===== src/rtl/iter_shifter_if.sv =====
// Request/response bundle between ALU control and the iterative shifter.
interface iter_shifter_if #(
    parameter int WIDTH   = 32,
    parameter int SHAMT_W = 5
);
    logic               ctrl_start;
    logic               ctrl_shiftop;
    logic [SHAMT_W-1:0] ctrl_shiftamt;
    logic [WIDTH-1:0]   data_operandA;
    logic [WIDTH-1:0]   data_result;
    logic               data_resultRDY;
    logic               busy;

    modport master (
        output ctrl_start, ctrl_shiftop, ctrl_shiftamt, data_operandA,
        input  data_result, data_resultRDY, busy
    );

    modport slave (
        input  ctrl_start, ctrl_shiftop, ctrl_shiftamt, data_operandA,
        output data_result, data_resultRDY, busy
    );
endinterface


===== src/rtl/iter_shifter.sv =====
// Multi-cycle shifter: one 1-bit SLL or SRA step per clock, result flagged by a one-cycle ready pulse.
module iter_shifter #(
    parameter int WIDTH   = 32,
    parameter int SHAMT_W = 5
) (
    input  logic         clock,
    input  logic         reset,
    iter_shifter_if.slave bus
);

    typedef enum logic [1:0] {IDLE, SHIFT, DONE} state_t;

    state_t              state, state_nxt;
    logic signed [WIDTH-1:0] acc;
    logic [SHAMT_W-1:0]  cnt;
    logic                op;
    logic                accept;

    function automatic logic signed [WIDTH-1:0] shift_step(
        input logic signed [WIDTH-1:0] v,
        input logic                    sra
    );
        logic signed [WIDTH-1:0] r;
        if (sra) r = v >>> 1;
        else     r = v << 1;
        return r;
    endfunction

    assign accept = bus.ctrl_start && (state != SHIFT);

    always_ff @(posedge clock or negedge reset) begin
        if (!reset) state <= IDLE;
        else        state <= state_nxt;
    end

    always_comb begin
        state_nxt = state;
        case (state)
            IDLE:    if (accept) state_nxt = SHIFT;
            SHIFT:   if (cnt == '0) state_nxt = DONE;
            DONE:    state_nxt = accept ? SHIFT : IDLE;
            default: state_nxt = IDLE;
        endcase
    end

    // Counter is tested before decrementing, so a zero count idles one cycle instead of wrapping.
    always_ff @(posedge clock or negedge reset) begin
        if (!reset) begin
            acc <= '0;
            cnt <= '0;
            op  <= 1'b0;
        end else if (accept) begin
            acc <= bus.data_operandA;
            cnt <= bus.ctrl_shiftamt;
            op  <= bus.ctrl_shiftop;
        end else if (state == SHIFT && cnt != '0) begin
            acc <= shift_step(acc, op);
            cnt <= cnt - SHAMT_W'(1);
        end
    end

    assign bus.data_result    = acc;
    assign bus.busy           = (state == SHIFT);
    assign bus.data_resultRDY = (state == DONE);

endmodule


===== src/flat_wrapper.sv =====
// flat-port wrapper written by rule: the top's interface ports become plain ports
module iter_shifter_flat 
#(
    parameter int WIDTH   = 32,
    parameter int SHAMT_W = 5
)
  (clock, reset, bus_ctrl_start, bus_ctrl_shiftop, bus_ctrl_shiftamt, bus_data_operandA, bus_data_result, bus_data_resultRDY, bus_busy);
  iter_shifter_if #(.WIDTH(WIDTH), .SHAMT_W(SHAMT_W)) bus_i ();
  input  logic clock;
  input  logic reset;
  input wire logic [$bits(bus_i.ctrl_start)-1:0] bus_ctrl_start;
  input wire logic [$bits(bus_i.ctrl_shiftop)-1:0] bus_ctrl_shiftop;
  input wire logic [$bits(bus_i.ctrl_shiftamt)-1:0] bus_ctrl_shiftamt;
  input wire logic [$bits(bus_i.data_operandA)-1:0] bus_data_operandA;
  output wire logic [$bits(bus_i.data_result)-1:0] bus_data_result;
  output wire logic [$bits(bus_i.data_resultRDY)-1:0] bus_data_resultRDY;
  output wire logic [$bits(bus_i.busy)-1:0] bus_busy;
  assign bus_i.ctrl_start = bus_ctrl_start;
  assign bus_i.ctrl_shiftop = bus_ctrl_shiftop;
  assign bus_i.ctrl_shiftamt = bus_ctrl_shiftamt;
  assign bus_i.data_operandA = bus_data_operandA;
  assign bus_data_result = bus_i.data_result;
  assign bus_data_resultRDY = bus_i.data_resultRDY;
  assign bus_busy = bus_i.busy;
  iter_shifter #(.WIDTH(WIDTH), .SHAMT_W(SHAMT_W)) u_core (.clock(clock), .reset(reset), .bus(bus_i));
endmodule

===== config.mk =====
export PLATFORM = sky130hd
export DESIGN_NAME = iter_shifter_flat
export DESIGN_NICKNAME = d
export VERILOG_FILES = /design/src/rtl/iter_shifter_if.sv /design/src/rtl/iter_shifter.sv /design/src/flat_wrapper.sv
export SDC_FILE = /design/constraint.sdc
export NUM_CORES = 1
export LEC_CHECK = 0
export CORE_ASPECT_RATIO = 0.9
export CORE_MARGIN = 2
export CORE_UTILIZATION = 46
export DETAILED_ROUTE_END_ITERATION = 12
export HOLD_SLACK_MARGIN = 0.12
export PLACE_DENSITY = 0.88
export SLEW_MARGIN = 20
export SYNTH_ARGS = -nofsm -noshare
export SYNTH_HDL_FRONTEND = slang
export SYNTH_SLANG_ARGS = --single-unit

===== constraint.sdc =====
create_clock -name clock -period 1.9 [get_ports clock]
set_input_delay 0.57 -clock clock [delete_from_list [all_inputs] [get_ports clock]]
set_output_delay 0.57 -clock clock [all_outputs]
set_load 0.1 [all_outputs]

==> impl_metrics.csv, run 1 <==
group,metric,value,unit
placement,io_buffer_count,74,
finish,final_area,3687,um^2
global_routing,grtUsageMet1,0.3403,
critical_path,path_cells,"buf_4, buf_4, or3_2, or4_1, a31oi_1",
sta,final_max_slew_viol_count,0,
critical_path,critPathMaxFanout,2,
placement,dpl_cell_area,3438,um^2
clock_network,cts_buffer_depth,2,
drt,vias_per_cell,6.251,
clock_network,cts_tree,"built",
critical_path,crit_required,2.12,ns
clock_network,clk_pin_slew,0.08,ns
critical_path,crit_top_cell,"buf_4",
clock_network,cts-root-buf,"clkbuf_8",
synth,yosysWarnings,0,
flow_run,maxCapViolCount,0,
global_routing,gr-total-overflow,0,
drt,ant_nets,0,
clock_network,clock_sinks,40,
drt,dr.pass1.iters,4,
synth,yosysSeqAreaShare,0.4449,
sta,fin_skew,0.01020,ns
sta,slew_headroom,0.7019,
synth,syn_inst,189,
finish,instances_no_fill,346,
floorplanning,dieArea,5467,um^2
sta,fin_crit,1.890,ns
worst_hold_path,hp-class,"primary input to asynchronous set/reset pin",
synth,yosysUniqueCellTypes,35,
floorplanning,core,4775,um^2
synth,synth_ff_type,"dfrtp_1",
finish,drive_gt1_frac,0.3986,
critical_path,worstPathArrival,2.11,ns
synth,synth_nets,231,
clock_network,numCtsBuffers,5,
floorplanning,initial_core_util,0.4712,
synth,ys_async_sr_fraction,1.000,
global_routing,top_usage_layer,"met2",
floorplanning,die_h,70.35,um
finish,diodes,0,
synth,syn-mean-instance-area,11.90,um^2
critical_path,worstSetupPathType,"flop to flop",
floorplanning,io_pins,75,
placement,place_hpwl,4.295,mm
synth,synth_seq_cells,40,
clock_network,holdBufCountCts,0,
global_routing,grt_util_met3,0.04780,
global_routing,grt_pass1_vias,2237,
synth,synth_edf_count,0,
finish,area_delta_synth_final,63.90,%
critical_path,crit_family,"simple AND/OR/NAND/NOR gates",
drt,drt_iter0_markers,187,
sta,period_share,0.9948,
critical_path,critical-path-max-stage-delay,0.49,ns
sta,worst_slew_pin_slew,0.4465,ns
clock_network,clk_latency,0.31,ns
global_routing,grt_usage,0.2653,
critical_path,critPathBufInv,2,
global_routing,grt_pass1_wl,11.30,mm
synth,syn_area,2250,um^2
critical_path,cp-start-kind,"flop",
placement,dp_cells,329,
sta,fmax,0.5291,GHz
critical_path,end_kind,"flop",
drt,wl_per_cell,21.23,um
sta,setup_viol,0,
drt,wirelength,7.347,mm
floorplanning,row_count,24,
placement,gp_congestion,0.8208,
global_routing,met2_usage,0.4502,
global_routing,antenna_found_initial,0,
finish,final_common_cell,"dfrtp_1",
floorplanning,fp.dieW,77.72,um
critical_path,cp_slowest_cell,"or3_2",
finish,fin_nets,322,
drt,drc,0,
clock_network,htreeDepth,2,
drt,vias,2163,
global_routing,grt_max_degree,35,
finish,final_cell_mix,"dfrtp_1, clkdlybuf4s50_1, buf_12",
run_status,status,"finished clean",
sta,hold_violations,0,
final timing paths:
| path | startpoint | to | slack [ns] | cells past startpoint |
|---|---|---|---|---|
| worst min register to register | u_core.state[0] | u_core.state[0] | 0.55 | 1 |
| worst max register to register | u_core.cnt[1] | u_core.cnt[3] | 0.01 | 5 |
| min in group clock | u_core.state[0] | u_core.state[0] | 0.55 | 1 |
| max in group asynchronous | reset | u_core.bus.data_result[3] | 1.25 | 2 |
| worst max-delay path | u_core.cnt[1] | u_core.cnt[3] | 0.01 | 5 |
| worst min-delay path | reset | u_core.bus.data_result[8] | 0.18 | 1 |
metal layers:
layer | routed length [um] | vias to the layer above
li1 | - | 944
met1 | 3004 | 1095
met2 | 3743 | 104
met3 | 382 | 20
met4 | 217 | 0
met5 | 0 | -
layout make-up:
type,count,area (um^2)
Timing Repair Buffer,101,1346
Clock buffer,5,68.82
Clock inverter,3,42.54
Multi-Input combinational cell,128,1124
Inverter,4,22.52
Tap cell,65,81.33
Fill cell,288,1087
Sequential cell,40,1002
state kept, by name, summed over array words and instances, names as in the netlist:
signal                  cells
u_core.state                2
u_core.op                   1
u_core.bus.data_result     32
u_core.cnt                  5
cells in the mapped netlist, types with 2 or more instances:
library cell   n  share of area
clkbuf_1       5         0.0083
clkbuf_8       4          0.024
a221o_2       28           0.14
nand2_1        3         0.0050
and3_1         2         0.0056
a31oi_1        2         0.0056
buf_4          2         0.0067
mux2i_1       32           0.14
buf_2          4         0.0089
nor3_1        35          0.078
buf_6          3          0.015
dfrtp_1       40           0.44
inv_1          3         0.0050
a221o_1        4          0.018
o21ai_0        2         0.0044
cells by family (layout without fill, tap and decap cells):
group / after synthesis / count (layout) / share of synthesized area
mux: 34 / 35 / 0.1574
flops: 40 / 40 / 0.4449
fa+ha+maj: 1 / 1 / 0.005561
simple gates: 51 / 51 / 0.1329
buf+inv: 22 / 113 / 0.07341
compound gates: 41 / 41 / 0.1858
repair_timing:
action                     4_1_cts  5_1_grt
setup endpoints to repair       31       36
pin swaps                        0        1
cloned                           1        3
buffers inserted                 2        4
gates resized for setup          1       14
stage by stage:
step	hold WS (ns)	TNS [ns]	util	worst slack, ns
finish	0.1831	0	0.7723	0.009837
global route	0.2116	-0.01411	0.7723	-0.01411
CTS	0.2050	0	0.7539	0.01288
detailed placement	0.5270	-11.90	0.7201	-0.3839
global placement	0.5110	-9.755	0.7201	-0.3034
floorplan	0.2744	0	-	0.1406
Power of run 1 is not shown: default switching activity piles up to over one toggle a cycle in this logic, so the estimate is an artifact.
==> run 2: changes to the inputs <==
--- a/config.mk
+++ b/config.mk
@@ -5,11 +5,12 @@
 export SDC_FILE = /design/constraint.sdc
 export NUM_CORES = 1
 export LEC_CHECK = 0
+export ABC_AREA = 1
 export CORE_ASPECT_RATIO = 0.9
 export CORE_MARGIN = 2
-export CORE_UTILIZATION = 46
+export CORE_UTILIZATION = 47
 export DETAILED_ROUTE_END_ITERATION = 12
-export HOLD_SLACK_MARGIN = 0.12
+export HOLD_SLACK_MARGIN = 0.03
 export PLACE_DENSITY = 0.88
 export SLEW_MARGIN = 20
 export SYNTH_ARGS = -nofsm -noshare
==> run 2 against run 1 <==
Final cell count is 46% higher. Sequential share of layout area is 0.44 points lower. Non-clock buffer count is 17 lower. Synthesized cell count is 96% higher. Worst hold slack better by 0.022 ns. Critical path depth is 3 higher. Via count is 23% higher. Setup slack better by 0.13 ns. Utilization is 4.7 points lower. Critical endpoint is now u_core.bus.data_result[4].
==> impl_metrics.csv, run 2 <==
group,metric,value,unit
run_status,status,"finished clean",
clock_network,htreeDepth,2,
synth,synth_seq_cells,40,
clock_network,cts-root-buf,"clkbuf_8",
finish,area_delta_synth_final,51.19,%
clock_network,numCtsBuffers,5,
sta,rsz0062_at_grt,"false",
critical_path,cp-start-kind,"flop",
synth,syn_area,2476,um^2
synth,synth_top_area_share,0.4042,
sta,slew_headroom,0.7014,
sta,worst_slew_pin_slew,0.4478,ns
sta,fmax,0.5666,GHz
global_routing,grt_usage,0.2502,
global_routing,grt_max_degree,63,
synth,synth.most_common_cell,"nand2_1",
synth,yosysUniqueCellTypes,20,
clock_network,clock_sinks,40,
drt,drt_iter0_markers,200,
placement,io_buffer_count,74,
floorplanning,initial_core_util,0.4798,
clock_network,post_cts_buffers,0,
finish,multi_input_area,1210,um^2
sta,period_share,0.9290,
global_routing,top_usage_layer,"met2",
clock_network,cts_resized,0,
finish,seq_area,1001,um^2
worst_hold_path,hp-class,"primary input to asynchronous set/reset pin",
clock_network,cts_tree,"built",
finish,largest_reg_flops,32,
finish,drive_gt1_frac,0.1572,
drt,wl_per_cell,13.67,um
floorplanning,io_pins,75,
global_routing,grt_util_met3,0.04703,
global_routing,met2_usage,0.4306,
drt,ant_nets,0,
critical_path,critPathMaxFanout,31,
drt,wirelength,6.919,mm
finish,final_cell_mix,"nand2_1, dfrtp_1, nand3_1, clkdlybuf4s50_1, buf_12",
finish,fill_cells,371,
global_routing,grt_pass1_wl,11.38,mm
synth,ys_async_sr_fraction,1.000,
placement,place_hpwl,4.891,mm
drt,vias,2661,
clock_network,clk_pin_slew,0.08,ns
global_routing,antenna_found_initial,0,
synth,syn-mean-instance-area,6.692,um^2
finish,diodes,0,
clock_network,holdBufCountCts,0,
critical_path,cp_slowest_cell,"dfrtp_1",
floorplanning,row_count,25,
global_routing,grtUsageMet1,0.3189,
sta,hold_violations,0,
clock_network,cts_buffer_depth,2,
global_routing,gr-total-overflow,0,
floorplanning,dieArea,5866,um^2
drt,vias_per_cell,5.259,
sta,fin_crit,1.765,ns
floorplanning,fp.dieW,80.51,um
sta,fin_skew,0.007586,ns
finish,final_common_cell,"nand2_1",
finish,fin_nets,480,
floorplanning,core,5161,um^2
synth,synth_area_leaders,"dfrtp_1, nand2_1, nand3_1, inv_1, o21ai_1",
critical_path,path_cells,"inv_1, ha_1, nand3_1, nand2_2, nand2_4, buf_12, nand2_1, o21ai_1",
clock_network,clk_latency,0.30,ns
synth,synth_ff_type,"dfrtp_1",
synth,synth_edf_count,0,
synth,synth_nets,412,
synth,yosysTopAreaCell,"dfrtp_1",
flow_run,maxCapViolCount,0,
sta,setup_viol,0,
synth,yosysWarnings,0,
global_routing,grt_pass1_vias,2546,
synth,synthTopCellsByCount,"nand2_1, dfrtp_1, nand3_1, inv_1, o21ai_1",
synth,syn_inst,370,
critical_path,worstPathArrival,1.95,ns
sta,final_max_slew_viol_count,0,
sta,fin_setup_tns,0,ns
drt,drc,0,
critical_path,critical-path-max-stage-delay,0.39,ns
critical_path,worstSetupPathType,"flop to flop",
critical_path,crit_required,2.08,ns
placement,gp_congestion,0.8344,
synth,yosysSeqAreaShare,0.4042,
floorplanning,die_h,72.86,um
critical_path,end_kind,"flop",
drt,dr.pass1.iters,4,
-- run 2: cell types whose count changed after synthesis, sizes merged, moves of 25 or more --
| cell | change |
|---|---|
| nor3 | -35 |
| nand3 | +39 |
| mux2i | -33 |
| o21ai | +35 |
| nand2 | +177 |
| inv | +25 |
| a221o | -32 |
-- run 2: worst paths after layout --
kind                                from                         end  slack [ns]  depth (start not counted)
max                        u_core.cnt[0]   u_core.bus.data_result[4]        0.13                          8
max in group asynchronous          reset  u_core.bus.data_result[17]        1.22                          2
min reg2reg                u_core.cnt[0]               u_core.cnt[0]        0.54                          2
max reg2reg                u_core.cnt[0]   u_core.bus.data_result[4]        0.13                          8
min in group clock         u_core.cnt[0]               u_core.cnt[0]        0.54                          2
min                                reset             u_core.state[1]        0.20                          1
-- run 2: layer usage --
layer | vias to the layer above | routed length [um]
met5 | - | 0
met4 | 0 | 150
met3 | 15 | 440
met2 | 115 | 3531
met1 | 1245 | 2796
li1 | 1286 | -
-- run 2: cells by family after synthesis --
family	Yosys count	share of synthesized area
AO/OA/AOI/OAI	37	0.07479
XOR/XNOR	1	0.003538
adder cells (fa/ha/maj)	1	0.005052
buffers and inverters	52	0.1081
flip-flops	40	0.4042
AND/OR/NAND/NOR	239	0.4042
-- run 2: critical path, delay by kind of cell (launching register included) --
| kind | cells | cell delay (ns) |
|---|---|---|
| and+or+nand+nor | 4 | 0.59 |
| DFF | 1 | 0.39 |
| buffers and inverters | 2 | 0.31 |
| adders and majority gates | 1 | 0.25 |
| AOI/OAI and AO/OA | 1 | 0.09 |
-- run 2: metrics by stage --
| step | hold slack, ns | utilization | setup slack, ns | instance area [um^2] | std cells |
|---|---|---|---|---|---|
| after floorplan | 0.2744 | - | 0.1320 | 2479 | 370 |
| after global placement | 0.4939 | 0.7008 | 0.07431 | 3617 | 498 |
| after detailed placement | 0.5174 | 0.7008 | 0.007034 | 3617 | 498 |
| after CTS | 0.2178 | 0.7253 | 0.1485 | 3744 | 506 |
| after global routing | 0.2394 | 0.7253 | 0.05206 | 3744 | 506 |
| final | 0.2048 | 0.7253 | 0.1350 | 3744 | 506 |
-- run 2: layout make-up --
class / count / share of cell area
timing repair buffer: 84 / 0.3242
inverter: 29 / 0.02908
clock inverter: 1 / 0.008021
multi-input combinational: 278 / 0.3232
sequential: 40 / 0.2674
tap: 67 / 0.02239
clock buffer: 7 / 0.02574
Power of run 2 is left out for the same reason.
